**src/rtl/cpu_types_pkg.sv**
```systemverilog
// Shared types for the multicycle MIPS core: machine word, fetch sequencer
// states and next-PC source encodings.
package cpu_types_pkg;

  typedef logic [31:0] word_t;

  typedef enum logic [1:0] {
    FETCH  = 2'd0,
    EXEC   = 2'd1,
    MEM    = 2'd2,
    HALTED = 2'd3
  } fetch_state_t;

  localparam logic [1:0] PC_SEQ = 2'd0;
  localparam logic [1:0] PC_BR  = 2'd1;
  localparam logic [1:0] PC_JMP = 2'd2;
  localparam logic [1:0] PC_JR  = 2'd3;

  // Sign-extended, word-scaled branch displacement from imm16.
  function automatic word_t branch_offset(input logic [15:0] imm);
    return {{14{imm[15]}}, imm, 2'b00};
  endfunction

endpackage

```
**src/rtl/next_pc_calc.sv**
```systemverilog
// Combinational next-PC selection: sequential, branch, jump or register.
module next_pc_calc
  import cpu_types_pkg::*;
(
  input  word_t      pc,
  input  word_t      instr,
  input  logic [1:0] PCSrc,
  input  logic       branch_taken,
  input  word_t      rs_data,
  output word_t      pc_plus4,
  output word_t      npc
);

  // Opcode bits and the low byte-offset of rs_data play no part in the target.
  logic unused_bits;
  assign unused_bits = ^{instr[31:26], rs_data[1:0]};

  assign pc_plus4 = pc + 32'd4;

  always_comb begin
    npc = pc_plus4;
    case (PCSrc)
      PC_SEQ:  npc = pc_plus4;
      PC_BR:   if (branch_taken) npc = pc_plus4 + branch_offset(instr[15:0]);
      PC_JMP:  npc = {pc_plus4[31:28], instr[25:0], 2'b00};
      PC_JR:   npc = {rs_data[31:2], 2'b00};
      default: npc = pc_plus4;
    endcase
  end

endmodule

```
**src/rtl/fetch_unit.sv**
```systemverilog
// Sequencing front end: PC, instruction latch and the FETCH/EXEC/MEM/HALTED
// state machine gating memory strobes and producing the retire pulse.
module fetch_unit
  import cpu_types_pkg::*;
#(
  parameter word_t PC_INIT = 32'h0000_0000
) (
  input  logic       CLK,
  input  logic       RST,
  output word_t      iaddr,
  output logic       iREN,
  input  logic       ihit,
  input  word_t      iload,
  output word_t      instr,
  output logic       instr_valid,
  input  logic       dREN_req,
  input  logic       dWEN_req,
  output logic       dREN,
  output logic       dWEN,
  input  logic       dhit,
  input  logic [1:0] PCSrc,
  input  logic       branch_taken,
  input  word_t      rs_data,
  input  logic       halt_req,
  output word_t      pc_plus4,
  output logic       commit,
  output logic       halt
);

  fetch_state_t state_q, state_d;
  word_t        pc_q, pc_d;
  word_t        instr_q, instr_d;
  logic         valid_q, valid_d;
  word_t        npc;

  next_pc_calc u_npc (
    .pc           (pc_q),
    .instr        (instr_q),
    .PCSrc        (PCSrc),
    .branch_taken (branch_taken),
    .rs_data      (rs_data),
    .pc_plus4     (pc_plus4),
    .npc          (npc)
  );

  always_ff @(posedge CLK) begin
    if (RST) begin
      state_q <= FETCH;
      pc_q    <= PC_INIT;
      instr_q <= '0;
      valid_q <= 1'b0;
    end else begin
      state_q <= state_d;
      pc_q    <= pc_d;
      instr_q <= instr_d;
      valid_q <= valid_d;
    end
  end

  always_comb begin
    state_d = state_q;
    pc_d    = pc_q;
    instr_d = instr_q;
    valid_d = valid_q;
    iREN    = 1'b0;
    dREN    = 1'b0;
    dWEN    = 1'b0;
    commit  = 1'b0;
    case (state_q)
      FETCH: begin
        iREN = 1'b1;
        if (ihit) begin
          instr_d = iload;
          valid_d = 1'b1;
          state_d = EXEC;
        end
      end
      EXEC: begin
        if (halt_req) begin
          state_d = HALTED;
        end else if (dREN_req || dWEN_req) begin
          state_d = MEM;
        end else begin
          commit  = 1'b1;
          pc_d    = npc;
          valid_d = 1'b0;
          state_d = FETCH;
        end
      end
      MEM: begin
        // A store wins when the control unit asserts both strobes.
        dWEN = dWEN_req;
        dREN = dREN_req & ~dWEN_req;
        if (dhit) begin
          commit  = 1'b1;
          pc_d    = npc;
          valid_d = 1'b0;
          state_d = FETCH;
        end
      end
      HALTED: ;
      default: state_d = FETCH;
    endcase
    // Reset must drop every strobe in the same cycle, not at the next edge.
    if (RST) begin
      iREN   = 1'b0;
      dREN   = 1'b0;
      dWEN   = 1'b0;
      commit = 1'b0;
    end
  end

  assign iaddr       = pc_q;
  assign instr       = instr_q;
  assign instr_valid = valid_q;
  assign halt        = (state_q == HALTED);

endmodule

```
**config.mk**
```make
export PLATFORM = sky130hd
export DESIGN_NAME = fetch_unit
export DESIGN_NICKNAME = d
export VERILOG_FILES = /design/src/rtl/cpu_types_pkg.sv /design/src/rtl/next_pc_calc.sv /design/src/rtl/fetch_unit.sv
export SDC_FILE = /design/constraint.sdc
export NUM_CORES = 1
export LEC_CHECK = 0
export ABC_AREA = 1
export BUFFER_PORTS_ARGS = -buffer_cell sky130_fd_sc_hd__buf_2
export CORE_ASPECT_RATIO = 1.75
export CORE_MARGIN = 2
export CORE_UTILIZATION = 42
export CTS_CLUSTER_SIZE = 20
export DETAILED_ROUTE_END_ITERATION = 16
export PLACE_DENSITY_LB_ADDON = 0.05
export SYNTH_ARGS = -nofsm -noshare
export SYNTH_HDL_FRONTEND = slang
export SYNTH_SLANG_ARGS = --single-unit
```
**constraint.sdc**
```tcl
create_clock -name CLK -period 2.91 [get_ports CLK]
set_input_delay 0.291 -clock CLK [delete_from_list [all_inputs] [get_ports CLK]]
set_output_delay 0.291 -clock CLK [all_outputs]
set_load 0.1 [all_outputs]
```
Word level (Yosys, flattened, before mapping)
Cells that the tools add are included.
- output and inout bits: 102
- register bits: 67
- reduce and logical (&&, ||, !) cells: 9
- mux-type cells: 27
- bitwise operators: 2
- $add $sub $neg: 2
- equality and inequality tests: 10
- operators by type and width (operator ; count):
    $mux W32 ; 4
    $pmux W32 S4 ; 1
    $pmux W32 S2 ; 1
    $add A32 B3 Y32 const B ; 1
    $add A32 B32 Y32 ; 1
    $mux W1 ; 14
    $eq A2 B2 Y1 const B ; 4
    $mux W2 ; 4
    $ne A2 B2 Y1 const B ; 4
    $pmux W2 S3 ; 1
    $reduce_and A5 Y1 ; 1
    $eq A2 B1 Y1 const B ; 2
    $logic_not A2 Y1 ; 2
    $reduce_and A4 Y1 ; 1
    $pmux W1 S3 ; 1
    $reduce_and A3 Y1 ; 1
    $reduce_bool A3 Y1 ; 1
    $pmux W1 S2 ; 1
    $reduce_and A2 Y1 ; 1
    $reduce_bool A2 Y1 ; 1
    $and A1 B1 Y1 ; 1
    $logic_or A1 B1 Y1 ; 1
    $not A1 Y1 ; 1

Logic depth before layout (Yosys ltp)
- word-level depth: 7
- depth in mapped cells: 26

Modules after synthesis
A second synthesis with hierarchy kept.
- cells, all modules: 1226
- area, all modules: 7066.8 um^2
- modules (own cells, without submodules) (module ; instances ; area each (um^2) ; cells an instance ; seq. area each (um^2)):
    next_pc_calc ; 1 ; 4220.3 ; 859 ; 0.0
    fetch_unit ; 1 ; 2846.5 ; 367 ; 1341.3

Worst setup path before layout
No wires, ideal clock.
- kind: register to register
- start point: reg pc_q[2] (netlist: iaddr[2])
- end point: reg pc_q[18] (netlist: iaddr[18])
- slack: -2148 ps
- arrival time: 4939 ps
- required time: 2791 ps
- stages on the path, launching flop included: 19
- cell sequence: dfxtp_1 -> ha_1 -> nand2_2 -> nor2_2 -> nand2_2 -> nor2_4 -> xor2_1 -> ha_1 -> nand2_1 -> inv_1 -> nand2_1 -> nand2_1 -> a21oi_1 -> o21ai_0 -> or2_2 -> nand3_1 -> nand3_1 -> nand2_1 -> a21oi_1
- cells in the longest elaborated chain, start to end: 7
- elaborated cells between the ends (all ways): 8
- classes of those cells: add/sub (2); mux (6)
- RTL lines (element ; RTL line ; text):
    start: declaration ; fetch_unit.sv:31 ; word_t pc_q, pc_d;
    start signal: assignment ; fetch_unit.sv:54 ; pc_q <= pc_d;
    $add A32 B3 Y32 (*) ; next_pc_calc.sv:18 ; assign pc_plus4 = pc + 32'd4;
    named net pc_plus4[12] ; fetch_unit.sv:25 ; output word_t pc_plus4,
    $add A32 B32 Y32 (*) ; next_pc_calc.sv:24 ; PC_BR: if (branch_taken) npc = pc_plus4 + branch_offset(instr[15:0]);
    $mux W32 (*) ; next_pc_calc.sv:24 ;
    $pmux W32 S4 (*) ; next_pc_calc.sv:22 ; case (PCSrc)
    $mux W32 ; fetch_unit.sv:81 ; end else if (dREN_req || dWEN_req) begin
    $mux W32 ; fetch_unit.sv:79 ; if (halt_req) begin
    $pmux W32 S2 (*) ; fetch_unit.sv:69 ; case (state_q)
Mark *: on every way through the listed nets, which the timed path passes. The rest lies on a longest branch. The select of a mux whose other input is x is not followed.
A chain may end at the register's enable or synchronous reset.

Worst setup path after layout
- start point: reg pc_q[2] (netlist: iaddr[2])
- end point: reg pc_q[26] (netlist: iaddr[26])
- cells in the longest elaborated chain, start to end: 7
- elaborated cells between the ends (all ways): 8
- classes of those cells: add/sub (2); mux (6)
- RTL lines (element ; RTL line):
    $add A32 B3 Y32 (*) ; next_pc_calc.sv:18
    $add A32 B32 Y32 ; next_pc_calc.sv:24
    $mux W32 ; next_pc_calc.sv:24
    $pmux W32 S4 (*) ; next_pc_calc.sv:22
    $mux W32 ; fetch_unit.sv:81
    $mux W32 ; fetch_unit.sv:79
    $pmux W32 S2 (*) ; fetch_unit.sv:69
Every way passes the cells marked *; elsewhere a longest branch is shown, timed or not. The select of a mux whose other input is x is not followed.

==> results.md <==
- Run status: finished with violations
- Failing checks: negative setup slack
- Yosys reg bits: between 60 and 70
- Largest net degree at the start of global routing: 42
- FFs w/ async S/R, synth: 0
- Least-Margin Pin Slew: a little under 0.8 ns
- Initial antenna violation count: 0
- Layout cells sized above 1: 0.464
- Pre-CTS setup slack: -0.279 ns
- Delay of the slowest critical-path stage: 0.38 ns
- Vias per inst: approximately 5.2
- Cell mode on critical path: nand2_2
- Seq/Total Area, Yosys: 0.207
- Setup CP Type: flip-flop to flip-flop
- End of the worst hold path: instr[21]$_SDFFE_PP0P_
- Clock buffer count from CTS: 9
- DR iter-0 viols: roughly 350
- Startpoint types: flip-flop
- Crit-path cells: ha_4 > nand2_4 > nor2_4 > nand2_2 > nor2_4 > nand2_4 > xor2_2 > buf_6 > clkinvlp_4 > ha_4 > nand2_4 > inv_2 > nand2_2 > inv_2 > nand2_2 > o21ai_2 > nand2_1 > nand2_1 > nand2_1 > nand3_2 > nand2_2 > o21ai_2 > inv_1
- Die area: between 0.015 and 0.02 mm²
- Layout area overhead: 61.9%
- Clk Latency, worst-skew pair: between 0.3 and 0.4 ns
- Ys flop type: dfxtp_1
- Worst r2r src: iaddr[2]$_SDFFE_PP0P_
- Initial Utilization: 0.426
- Antenna Violating Nets Remaining: 0
- R2R Path End: iaddr[26]$_SDFFE_PP0P_
- DRC Markers: 0
- Antenna Cells: 0
- CP endpoint kind: flip-flop
- CP Buf/Inv Count: 5
- CTS Buffer Depth: 2
- CTS H-tree lvls: 3
- WP data required: roughly 3.2 ns
- Gpl congestion: 0.965
- Logic pwr share: 0.636
- Int Power: around 2800 µW
- Hold path startpoint: iload[21]
- Final wirelength: between 20 and 30 mm
- Leading area contributor after synthesis: dfxtp_1
- Sink Count: 65
- Die H: about 170 µm
- Critical Path AT: ~3.3 ns
- Kind of cell adding the most delay to the critical path: simple AND/OR/NAND/NOR gates
- Share of the synthesized area in the top cell type: 0.207
- FMAX: approximately 330 MHz
- Netlist cell types: between 50 and 60
- # nets final: ~1.5k
- Switching power: between 3000 and 4000 µW
- Hold path cells: 3
- Fin crit share: 1.05
- Slowest-stage cell, CP: dfxtp_4
- Peak VDD IR: around 0.56 mV
- Fin crit period: between 3 and 4 ns
- Hold crit path type: primary input to flip-flop
- Register Area: ~0.0014 mm²
- Synth Warn #: 0
- Final setup fails: 17
- Area of the core: 0.0148 mm²
- Global-route wire length before repair: approximately 41 mm
- Clk network pwr share: 0.169
- Placed cell areas: between 0.008 and 0.009 mm²
- Io pins: 176
- Leakage: slightly above 0.005 µW
- Power per Cell Area: a little over 600 mW/mm²
- Vias: slightly above 8k
- PortBufs: 169
- R2R setup slack: -0.14 ns
- Number of synthesized flops with an enable pin: 0
- DP Wirelength: approximately 21 mm
- Clk slew on worst S/H paths: 0.07 ns
- Setup WS post-layout: -0.136 ns
- Routed wire per std cell: between 15 and 20 µm
- Chip width: just under 100 µm
- Final slew viol count: 0
- Hold Fails Final Rpt: 0
- Aggregate global-route resource usage: 0.335
- Filler cell count: between 1k and 1.5k
- WHS: around 0.20 ns
- DR pass1 iterations: 6
- CTS tree: yes
- Num rows: about 60
- Syn avg cell area: approximately 6 µm²
- Synth Cell Area: about 0.0063 mm²
- Max Cap Viol: 0
- Clock Skew: 0.0133 ns
- CP max FO: 5
- Rel. slew slack: 0.483
- Cells after Synth: about 1.1k
- RSZ-0062 raised after global routing: true
- Total grt overflow: 0
- Part of the power in registers: 0.195
- FF-to-FF path depth: 23
- Sw frac: 0.550
- Synth area leaders: dfxtp_1 (21%), nand2_1 (17%), nor2_1 (8.5%)
- Vias in the first global route: a little over 8k
- Overall Power: just over 6000 µW
- Fin area: ~0.01 mm²
- Root Driver: clkbuf_16
- Multi-input logic area: 0.00533 mm²
worst reg2reg max path: cells and delay by family, from the launching register on:
family | cells | cell delay, ns
AND/OR/NAND/NOR | 13 | 1.10
adder cells (fa/ha/maj) | 2 | 0.48
buffers and inverters | 5 | 0.42
flip-flops | 1 | 0.38
AO/OA/AOI/OAI | 2 | 0.36
XOR/XNOR | 1 | 0.18
state kept, by name, summed over array words and instances, names as in the netlist:
| signal | cells |
|---|---|
| instr | 32 |
| iaddr | 30 |
| state_q | 2 |
| instr_valid | 1 |
kinds of logic after synthesis:
group	Yosys count	synth area share
buffers and inverters	179	0.122
and+or+nand+nor	545	0.376
AOI/OAI and AO/OA	201	0.186
adders and majority gates	39	0.0788
xor gates and xnor gates	21	0.0293
DFF	65	0.207
other	1	0.000596
routing by layer:
| layer | vias up | global-route usage | part of all wire |
|---|---|---|---|
| li1 | 4095 | - | - |
| met1 | 3740 | 0.350 | 0.35 |
| met2 | 317 | 0.588 | 0.51 |
| met3 | 114 | 0.0372 | 0.041 |
| met4 | 0 | 0.255 | 0.092 |
| met5 | - | 0 | 0 |
power by group through the flow:
stage                     Sequential, µW  Combinational, µW  Clock, µW
after floorplan                     2130               1630          0
after global placement              1210               3580          0
after detailed placement            1220               3600          0
after CTS                           1210               3760       1060
after global routing                1230               4150       1090
final                               1210               3930       1050
worst max path at each step:
stage / startpoint / end / cells past startpoint
floorplan: iaddr[2]$_SDFFE_PP0P_ / iaddr[29]$_SDFFE_PP0P_ / 22
global placement: iaddr[6]$_SDFFE_PP0P_ / iaddr[26]$_SDFFE_PP0P_ / 20
detailed placement: iaddr[6]$_SDFFE_PP0P_ / iaddr[26]$_SDFFE_PP0P_ / 20
CTS: iaddr[7]$_SDFFE_PP0P_ / iaddr[23]$_SDFFE_PP0P_ / 22
global route: iaddr[2]$_SDFFE_PP0P_ / iaddr[31]$_SDFFE_PP0P_ / 26
finish: iaddr[2]$_SDFFE_PP0P_ / iaddr[26]$_SDFFE_PP0P_ / 23
stage by stage:
step                utilization  TNS (ns)  cells
finish                    0.689     -1.44   1591
global route              0.689     -5.15   1591
CTS                       0.654    -0.540   1583
detailed placement        0.599     -3.33   1553
global placement          0.599     -2.89   1553
floorplan                     -    -12.22   1054
synth_stat cells, drive strengths merged (2+ instances only):
master   number
nor4          4
dfxtp        65
a41oi         3
xor2         17
a22o          4
o21ai        80
nor3         13
a221oi       11
o21bai        8
buf           7
a31oi         2
nor2        154
a2111oi       2
o211ai        6
a211oi        3
nand4         6
clkbuf       23
inv         146
nand3        53
nand3b       10
clkinv        2
xnor2         4
or2          10
a21oi        77
ha           38
nand2       292
a21o          3
area by class of cell:
cell class,instances,area share
clock buffers,12,0.0242
inverters,148,0.0575
repair buffers,369,0.235
well taps,183,0.0225
multi-input cells,810,0.523
clock inverters,4,0.00295
flip-flops and latches,65,0.134
cells in the final DEF, fill, tap and decap left out, drive strengths merged, types with 2 or more instances in the layout:
| master | n |
|---|---|
| o21ai | 80 |
| nor4 | 4 |
| conb | 4 |
| nand4 | 6 |
| a221oi | 11 |
| o211ai | 6 |
| a2111oi | 2 |
| a21o | 3 |
| clkinv | 5 |
| or2 | 10 |
| o21bai | 8 |
| xor2 | 17 |
| a21oi | 77 |
| nand3b | 10 |
| nand2 | 292 |
| ha | 38 |
| xnor2 | 4 |
| nor3 | 13 |
| nand3 | 53 |
| buf | 369 |
| a41oi | 3 |
| a22o | 4 |
| a31oi | 2 |
| dfxtp | 65 |
| inv | 138 |
| clkinvlp | 9 |
| a211oi | 3 |
| nor2 | 154 |
| clkbuf | 12 |
repair_timing:
action	in CTS	in global routing
resized for setup	96	114
setup endpoints to repair	21	25
pin swaps	31	62
hold buffers	0	0
buffers inserted	14	8
Power figures use the tool's default switching activity.
